[src/rtl/truth_table_sweeper.sv]
// Truth-table sweeper: drives every input vector of a combinational function in
// ascending order, samples its output after a programmable settle time, builds the
// minterm mask and compares it against a golden mask latched at start.
module truth_table_sweeper #(
    parameter int unsigned N_IN   = 3,
    parameter int unsigned SETTLE = 1
) (
    input  logic                   clk,
    input  logic                   rst_n,
    input  logic                   start,
    input  logic                   abort,
    input  logic [(2**N_IN)-1:0]   expected,
    output logic [N_IN-1:0]        vec_out,
    input  logic                   f_in,
    output logic                   busy,
    output logic                   done,
    output logic [(2**N_IN)-1:0]   mask,
    output logic                   mismatch,
    output logic [N_IN-1:0]        first_err
);

    localparam int unsigned NV = 2**N_IN;
    localparam int unsigned CW = $clog2(SETTLE) + 1;
    localparam logic [N_IN-1:0] IdxMax = {N_IN{1'b1}};
    localparam logic [CW-1:0] CntReload = CW'(SETTLE - 1);

    typedef enum logic [1:0] {StIdle, StRun, StDone} state_t;

    state_t            state_q, state_d;
    logic [N_IN-1:0]   idx_q, idx_d;
    logic [CW-1:0]     cnt_q, cnt_d;
    logic [NV-1:0]     exp_q, exp_d;
    logic [NV-1:0]     mask_q, mask_d;
    logic              mismatch_q, mismatch_d;
    logic [N_IN-1:0]   first_err_q, first_err_d;

    logic [NV-1:0]     mask_sampled;
    logic [N_IN-1:0]   err_idx;
    logic              err_found;

    // Mask including the sample taken this cycle, and its lowest differing bit,
    // so the result flags at DONE entry already account for the last vector.
    always_comb begin
        mask_sampled         = mask_q;
        mask_sampled[idx_q]  = f_in;
        err_idx              = '0;
        err_found            = 1'b0;
        for (int unsigned i = 0; i < NV; i++) begin
            if ((mask_sampled[i] != exp_q[i]) && !err_found) begin
                err_idx   = N_IN'(i);
                err_found = 1'b1;
            end
        end
    end

    // Next-state logic for the sweep sequencer.
    always_comb begin
        state_d     = state_q;
        idx_d       = idx_q;
        cnt_d       = cnt_q;
        exp_d       = exp_q;
        mask_d      = mask_q;
        mismatch_d  = mismatch_q;
        first_err_d = first_err_q;
        unique case (state_q)
            StIdle: begin
                // abort has priority over start
                if (start && !abort) begin
                    exp_d       = expected;
                    mask_d      = '0;
                    mismatch_d  = 1'b0;
                    first_err_d = '0;
                    idx_d       = '0;
                    cnt_d       = CntReload;
                    state_d     = StRun;
                end
            end
            StRun: begin
                if (abort) begin
                    state_d     = StIdle;
                    idx_d       = '0;
                    mask_d      = '0;
                    mismatch_d  = 1'b0;
                    first_err_d = '0;
                end else if (cnt_q != '0) begin
                    cnt_d = cnt_q - CW'(1);
                end else begin
                    mask_d = mask_sampled;
                    if (idx_q == IdxMax) begin
                        state_d     = StDone;
                        mismatch_d  = err_found;
                        first_err_d = err_idx;
                    end else begin
                        idx_d = idx_q + N_IN'(1);
                        cnt_d = CntReload;
                    end
                end
            end
            StDone: begin
                state_d = StIdle;
                if (abort) begin
                    idx_d       = '0;
                    mask_d      = '0;
                    mismatch_d  = 1'b0;
                    first_err_d = '0;
                end
            end
            default: state_d = StIdle;
        endcase
    end

    // State and result registers.
    always_ff @(posedge clk or negedge rst_n) begin
        if (!rst_n) begin
            state_q     <= StIdle;
            idx_q       <= '0;
            cnt_q       <= '0;
            exp_q       <= '0;
            mask_q      <= '0;
            mismatch_q  <= 1'b0;
            first_err_q <= '0;
        end else begin
            state_q     <= state_d;
            idx_q       <= idx_d;
            cnt_q       <= cnt_d;
            exp_q       <= exp_d;
            mask_q      <= mask_d;
            mismatch_q  <= mismatch_d;
            first_err_q <= first_err_d;
        end
    end

    // Outputs are decoded straight from registered state, so vec_out drops to 0 in DONE.
    always_comb begin
        vec_out   = (state_q == StRun) ? idx_q : '0;
        busy      = (state_q == StRun);
        done      = (state_q == StDone);
        mask      = mask_q;
        mismatch  = mismatch_q;
        first_err = first_err_q;
    end

endmodule
[config.mk]
export PLATFORM = sky130hd
export DESIGN_NAME = truth_table_sweeper
export DESIGN_NICKNAME = d
export VERILOG_FILES = /design/src/rtl/truth_table_sweeper.sv
export SDC_FILE = /design/constraint.sdc
export NUM_CORES = 1
export LEC_CHECK = 0
export CORE_MARGIN = 3
export CORE_UTILIZATION = 45
export CTS_CLUSTER_DIAMETER = 30
export DETAILED_ROUTE_END_ITERATION = 7
export GPL_TIMING_DRIVEN = 0
export PLACE_DENSITY_LB_ADDON = 0.12
export SLEW_MARGIN = 20
export SYNTH_ARGS = -nofsm -noshare
export SYNTH_HDL_FRONTEND = slang
export SYNTH_SLANG_ARGS = --single-unit
[constraint.sdc]
create_clock -name clk -period 2.5 [get_ports clk]
set_clock_uncertainty 0.2 [all_clocks]
set_input_delay 0.5 -clock clk [delete_from_list [all_inputs] [get_ports clk]]
set_output_delay 0.5 -clock clk [all_outputs]
set_load 0.01 [all_outputs]
==> results of run 1 <==
[Yosys cell counts, drive strengths merged]
library cell	number	area, sq um
and2	6	38.79
a21oi	3	15.01
nor3	2	26.28
nand3	1	17.52
or2	1	6.260
inv	2	7.500
ha	2	25.02
mux2i	8	83.83
buf	4	45.04
nand2	20	75.07
xor2	4	35.03
nor3b	4	68.81
nor4b	1	23.77
nor2	5	21.27
dfrtp	25	625.6
o21ai	11	58.81
a22oi	1	7.510
nand4	1	6.260
a32o	1	10.01
mux2	9	101.4
nand3b	3	60.06
o31ai	1	7.510
a211oi	1	7.510
a22o	8	70.07
xnor2	5	43.79
nor2b	2	12.51
[per-stage QoR]
| step | power [uW] | worst slack (ns) | instances | util, % |
|---|---|---|---|---|
| floorplan | 695.9 | 0.5610 | 131 | - |
| global placement | 772.5 | 0.1094 | 203 | 58.68 |
| detailed placement | 783.2 | 0.08327 | 203 | 58.52 |
| CTS | 977.7 | 0.06169 | 208 | 59.88 |
| global route | 1026 | 0.01053 | 208 | 59.96 |
| finish | 969.0 | 0.1117 | 208 | 59.96 |
[path summary, 6_finish.rpt]
check | startpoint | end | slack [ns] | cells after the start
min in group asynchronous | rst_n | idx_q[2] | 0.47 | 2
worst min-delay path | f_in | mask[6] | 0.31 | 3
worst max register to register | idx_q[2] | first_err[2] | 0.32 | 7
worst max-delay path | state_q[1] | vec_out[1] | 0.11 | 3
max in group asynchronous | rst_n | state_q[1] | 1.23 | 2
worst min register to register | first_err[2] | first_err[2] | 0.32 | 1
[timing repair]
item / in CTS / in global routing
gates resized for setup: 1 / 2
hold buffers: 1 / 0
endpoints found under the setup margin: 1 / 3
hold endpoints to repair: 25 / 0
buffers inserted: 0 / 0
[state kept, by name, summed over array words and instances, names as in the netlist]
| name | flops |
|---|---|
| mask | 8 |
| idx_q | 3 |
| state_q | 2 |
| first_err | 3 |
| mismatch | 1 |
| exp_q | 8 |
[metal layers]
| layer | vias up | wire, um |
|---|---|---|
| li1 | 533 | - |
| met1 | 505 | 1393 |
| met2 | 28 | 1362 |
| met3 | 5 | 164 |
| met4 | 0 | 50 |
| met5 | - | 0 |
[final cells by class]
| type | instances | area share, % |
|---|---|---|
| well taps | 44 | 2.935 |
| flip-flops and latches | 25 | 33.49 |
| repair buffers | 29 | 15.21 |
| clock inverters | 1 | 0.4003 |
| clock buffers | 3 | 1.201 |
| multi-input cells | 100 | 43.96 |
| inverters | 2 | 0.4003 |
| plain buffers | 4 | 2.402 |
[power groups by stage]
stage | Clock (uW) | Sequential [uW] | Combinational, uW
final | 196 | 476 | 297
after global routing | 215 | 483 | 327
after CTS | 200 | 476 | 301
after detailed placement | 0 | 485 | 299
after global placement | 0 | 482 | 291
after floorplan | 0 | 478 | 218
[tightest hold or removal path, delay by kind of cell]
| kind | cells | cell delay [ns] |
|---|---|---|
| compound gates | 1 | 0.07 |
| buf+inv | 1 | 0.12 |
| simple gates | 1 | 0.13 |
[placed cells by master, fill, tap and decap left out, types with 2 or more instances in the layout]
master,synthesis,routed
clkbuf_4,0,3
and2_1,5,5
o21ai_0,4,4
buf_6,4,4
dfrtp_1,25,23
nor2_1,4,4
nand2_1,20,20
mux2_1,8,8
xnor2_1,5,5
ha_1,2,2
xor2_1,4,4
a22o_1,8,8
nand3b_4,3,3
nor3b_4,3,3
clkdlybuf4s50_1,0,27
mux2i_1,7,7
a21oi_1,3,3
dfrtp_2,0,2
o21ai_1,6,6
[logic make-up after synthesis]
family | share of synthesized area [%]
DFF | 41.70
adders and majority gates | 1.668
xor gates and xnor gates | 5.254
and+or+nand+nor | 23.77
muxes | 12.34
AOI/OAI and AO/OA | 11.76
buffers and inverters | 3.502
==> results.tsv, run 1 <==
stage	metric	value	unit
global_route	gr busiest metal	met2	
yosys	synth unique cells	35	
detailed_routing	total wire length	2971	um
place	dpl cell area	1831	sq um
critical_path	cell chain of the critical path	nor2b_2, and2_2, clkdlybuf4s50_1	
yosys	synth warn	0	
timing	Slew HR	56.90	%
critical_path	startpoint types	flip-flop	
layout	Area Growth Syn to Fin	25.02	%
floorplan	die area	4063	sq um
critical_path	Critical Path RT	1.80	ns
floorplan	Chip Width	63.74	um
global_route	vias in the first global route	1094	
detailed_routing	Routed Antenna Nets	0	
place	Port Buf Inserts	28	
critical_path	Largest stage delay, worst path	0.52	ns
pwr	clock network power share	20.2	%
timing	fin crit period	2.388	ns
outcome	status	finished, final reports clean	
critical_path	critical path's top delay family	buffers and inverters	
yosys	syn nets	146	
place	GPL Wtd Cong	0.7635	
yosys	Yosys reg bits	25	
detailed_routing	First-pass DRT Iterations	4	
global_route	grt ovf	0	
detailed_routing	Residual DRC	0	
pwr	combinational share of power	30.7	%
critical_path	Crit Path Category	flip-flop to primary output	
critical_path	Critical Path AT	1.69	ns
worst_hold_path	Hold Crit Class	primary input to flip-flop	
clock_network	CTS Buffer Depth	2	
timing	fmax	418.7	MHz
yosys	Mapped Cells	131	
timing	Hold Slack	0.3061	ns
pwr	leakage	0.0008579	uW
floorplan	site row count	20	
clock_network	clock-pin slew on the worst setup and hold paths	0.14	ns
pwr	Seq pwr share	49.2	%
yosys	sequential share of the synthesized area	41.70	%
global_route	Global Route met2 Usage	26.34	%
clock_network	clock buffer count from CTS	3	
pwr	pwr/cell area	516.7	nW/um^2
clock_network	clk sinks	25	
detailed_routing	First DRT Iteration DRCs	31	
layout	antenna cells	0	
layout	Layout Nets	180	
timing	worst-margin pin slew	0.6438	ns
run	Max Cap Viol	0	
pwr	P_sw	320.3	uW
floorplan	Die Span Y	63.74	um
global_route	first-pass GRT wire length	5133	um
clock_network	CTS root buf	clkbuf_4	
global_route	grt met3 use	2.285	%
timing	Slew Viols, Final	0	
critical_path	CP Max Fanout	6	
critical_path	Worst Setup End Kind	primary output	
detailed_routing	Via density	5.149	
timing	Final Hold Viols	0	
critical_path	CP max-delay cell	clkdlybuf4s50_1	
timing	# setup viols final	0	
global_route	largest net degree at the start of global routing	26	
floorplan	Initial Utilization	47.96	%
timing	unrepaired setup endpoints after global routing	no	
floorplan	core area	3128	sq um
detailed_routing	WL per Instance	14.28	um
detailed_routing	vias	1071	
layout	area occupied by multi-input gates	824.5	sq um
timing	fin crit share	95.53	%
global_route	GR Util All Layers	16.12	%
timing	TNS Setup	0	ns
floorplan	num ports	30	
clock_network	CTS tree	yes	
clock_network	CTS H-Tree Depth	1	
pwr	P_int	648.7	uW
global_route	GR Layer Usage met1	21.48	%
yosys	synthesized cell area	1500	sq um
layout	# fillers	287	
place	HPWL Detailed	2294	um
layout	FF/Latch Area	628.1	sq um
pwr	Net Sw Frac	33.05	%
global_route	initial antenna violation count	0	
critical_path	WP buf/inv	1	
layout	layout cells sized above 1	17.68	%
pwr	VDD IR max	287.5	uV
layout	cell area after layout	1876	sq um
clock_network	clk_lat worst skew	0.34	ns
yosys	Synth Area per Inst	11.45	sq um
(Power assumes the default switching activity.)
==> inputs of run 2 (changes only) <==
--- a/config.mk
+++ b/config.mk
@@ -9,6 +9,7 @@
 export CORE_UTILIZATION = 45
 export CTS_CLUSTER_DIAMETER = 30
 export DETAILED_ROUTE_END_ITERATION = 7
+export DONT_BUFFER_PORTS = 1
 export GPL_TIMING_DRIVEN = 0
 export PLACE_DENSITY_LB_ADDON = 0.12
 export SLEW_MARGIN = 20
==> run 2 against run 1 <==
Global-route usage is 0.38 points lower. Final area is 14% lower. Largest cell class unchanged. Clock power hardly changed. Utilization is 8.3 points lower.
==> results.tsv, run 2 (same netlist as run 1, synthesis figures left out) <==
stage	metric	value	unit	change
global_route	GR Layer Usage met1	20.45	%	-1.0 points
pwr	VDD IR max	303.1	uV	+5.4%
layout	fin util	51.64	%	-8.3 points
pwr	Net Sw Frac	33.52	%	+0.47 points
timing	Slew HR	57.80	%	+0.90 points
timing	worst-margin pin slew	0.6303	ns	-0.01351 ns
floorplan	Chip Width	63.74	um	unchanged
floorplan	Initial Utilization	47.96	%	unchanged
layout	antenna cells	0		unchanged
critical_path	CP max-delay cell	dfrtp_1		
global_route	grt met3 use	4.042	%	+1.8 points
detailed_routing	WL per Instance	16.04	um	+12%
floorplan	die area	4063	sq um	unchanged
layout	leading cell type in the layout, fill and taps excluded	dfrtp_1		
detailed_routing	Residual DRC	0		unchanged
layout	layout cells sized above 1	18.98	%	+1.3 points
global_route	initial antenna violation count	0		unchanged
pwr	total power	938.8	uW	-3.1%
detailed_routing	vias	975		-9.0%
timing	fin crit share	86.21	%	-9.3 points
global_route	Global Route met2 Usage	25.68	%	-0.65 points
outcome	status	finished, final reports clean		
floorplan	site row count	20		unchanged
global_route	largest net degree at the start of global routing	26		unchanged
critical_path	Critical Path RT	2.53	ns	+0.73 ns
layout	most frequent cells in the layout	dfrtp_1 (25), nand2_1 (20), mux2_1 (8), a22o_1 (8), mux2i_1 (7)		
clock_network	post-CTS setup buffer count	0		unchanged
clock_network	PostCTS Resize Cnt	0		-1
pwr	Seq pwr share	50.9	%	+1.7 points
critical_path	critical path's top delay family	simple AND/OR/NAND/NOR gates		
global_route	GR Util All Layers	15.74	%	-0.38 points
run	Max Cap Viol	0		unchanged
floorplan	Die Span Y	63.74	um	unchanged
pwr	clock network power share	20.6	%	+0.4 points
global_route	gr busiest metal	met2		
clock_network	CTS Hold Bufs	2		+1
timing	# setup viols final	0		unchanged
pwr	leakage	0.0007684	uW	-10%
timing	fin crit period	2.155	ns	-0.2330 ns
timing	fmax	464.0	MHz	+11%
global_route	first-pass GRT wire length	5057	um	-1.5%
clock_network	clk_lat worst skew	0.33	ns	about the same
worst_hold_path	Hold Crit Class	primary input to flip-flop		
critical_path	WP buf/inv	1		unchanged
pwr	pwr/cell area	581.2	nW/um^2	+12%
detailed_routing	total wire length	2904	um	-2.3%
detailed_routing	Via density	5.387		+4.6%
global_route	grt ovf	0		unchanged
critical_path	cell chain of the critical path	buf_6, nor3b_4, mux2i_1, xor2_1, and2_1, nand2_1, a32o_1		
timing	Final Hold Viols	0		unchanged
place	GPL Wtd Cong	0.7682		+0.62%
layout	Area Growth Syn to Fin	7.673	%	
layout	Layout Nets	153		-15%
floorplan	core area	3128	sq um	unchanged
clock_network	CTS Buffer Depth	2		unchanged
clock_network	CTS tree	yes		
pwr	P_int	624.1	uW	-3.8%
clock_network	CTS H-Tree Depth	1		unchanged
global_route	vias in the first global route	1043		-4.7%
place	HPWL Detailed	2234	um	-2.6%
detailed_routing	Routed Antenna Nets	0		unchanged
floorplan	num ports	30		unchanged
detailed_routing	First-pass DRT Iterations	4		unchanged
pwr	combinational share of power	28.5	%	-2.2 points
timing	unrepaired setup endpoints after global routing	no		
timing	Hold Slack	0.1003	ns	-0.2058 ns
clock_network	clk sinks	25		unchanged
timing	Slew Viols, Final	0		unchanged
critical_path	CP Max Fanout	10		+4
critical_path	startpoint types	flip-flop		
clock_network	clock buffer count from CTS	3		unchanged
clock_network	CTS root buf	clkbuf_4		
pwr	P_sw	314.7	uW	-1.8%
place	Port Buf Inserts	0		-100%
critical_path	Worst Setup End Kind	flip-flop		
critical_path	Critical Path AT	2.18	ns	+0.49 ns
clock_network	clock-pin slew on the worst setup and hold paths	0.15	ns	about the same
timing	TNS Setup	0	ns	unchanged
critical_path	Crit Path Category	flip-flop to flip-flop		
critical_path	Largest stage delay, worst path	0.40	ns	-0.12 ns
detailed_routing	First DRT Iteration DRCs	23		-26%
## run 2: changes by cell type in the layout (fill, tap and decap cells not counted)
cell	before	now
nor2b_1	1	2
buf_12	0	1
dfrtp_2	2	0
dfrtp_1	23	25
buf_2	1	0
nor2b_2	1	0
clkdlybuf4s50_1	27	0
## run 2: power groups by stage
stage	registers [uW]	clock network, uW	logic (uW)
final	478	193	268
after global routing	485	219	296
after CTS	478	203	271
after detailed placement	487	0	256
after global placement	484	0	249
after floorplan	478	0	218
## run 2: per-layer routing
layer | part of all wire, % | up-vias
li1 | - | 477
met1 | 46 | 472
met2 | 46 | 24
met3 | 6.9 | 2
met4 | 0.72 | 0
met5 | 0 | -
## run 2: per-stage QoR
| step | setup slack, ns | instance area, sq um | std cells |
|---|---|---|---|
| 2_1_floorplan | 0.5610 | 1500 | 131 |
| 3_3_place_gp | 0.4239 | 1555 | 175 |
| 3_5_place_dp | 0.3859 | 1555 | 175 |
| 4_1_cts | 0.3448 | 1615 | 181 |
| 5_1_grt | 0.1801 | 1615 | 181 |
| 6_report | 0.3447 | 1615 | 181 |
## run 2: worst paths after layout
kind | from | cells past startpoint | slack (ns) | end
max | idx_q[2] | 7 | 0.34 | first_err[2]
min | expected[3] | 1 | 0.10 | exp_q[3]
max reg2reg | idx_q[2] | 7 | 0.34 | first_err[2]
min reg2reg | exp_q[6] | 1 | 0.33 | exp_q[6]
max in group asynchronous | rst_n | 2 | 1.57 | exp_q[6]
min in group asynchronous | rst_n | 2 | 0.37 | idx_q[2]
## run 2: layout make-up
class	instances	area (sq um)
inverters	2	7.507
well taps	44	55.05
plain buffers	4	45.04
clock buffers	3	22.52
flip-flops and latches	25	625.6
clock inverters	1	7.507
repair buffers	2	30.03
fillers	272	1513
multi-input cells	100	822.0
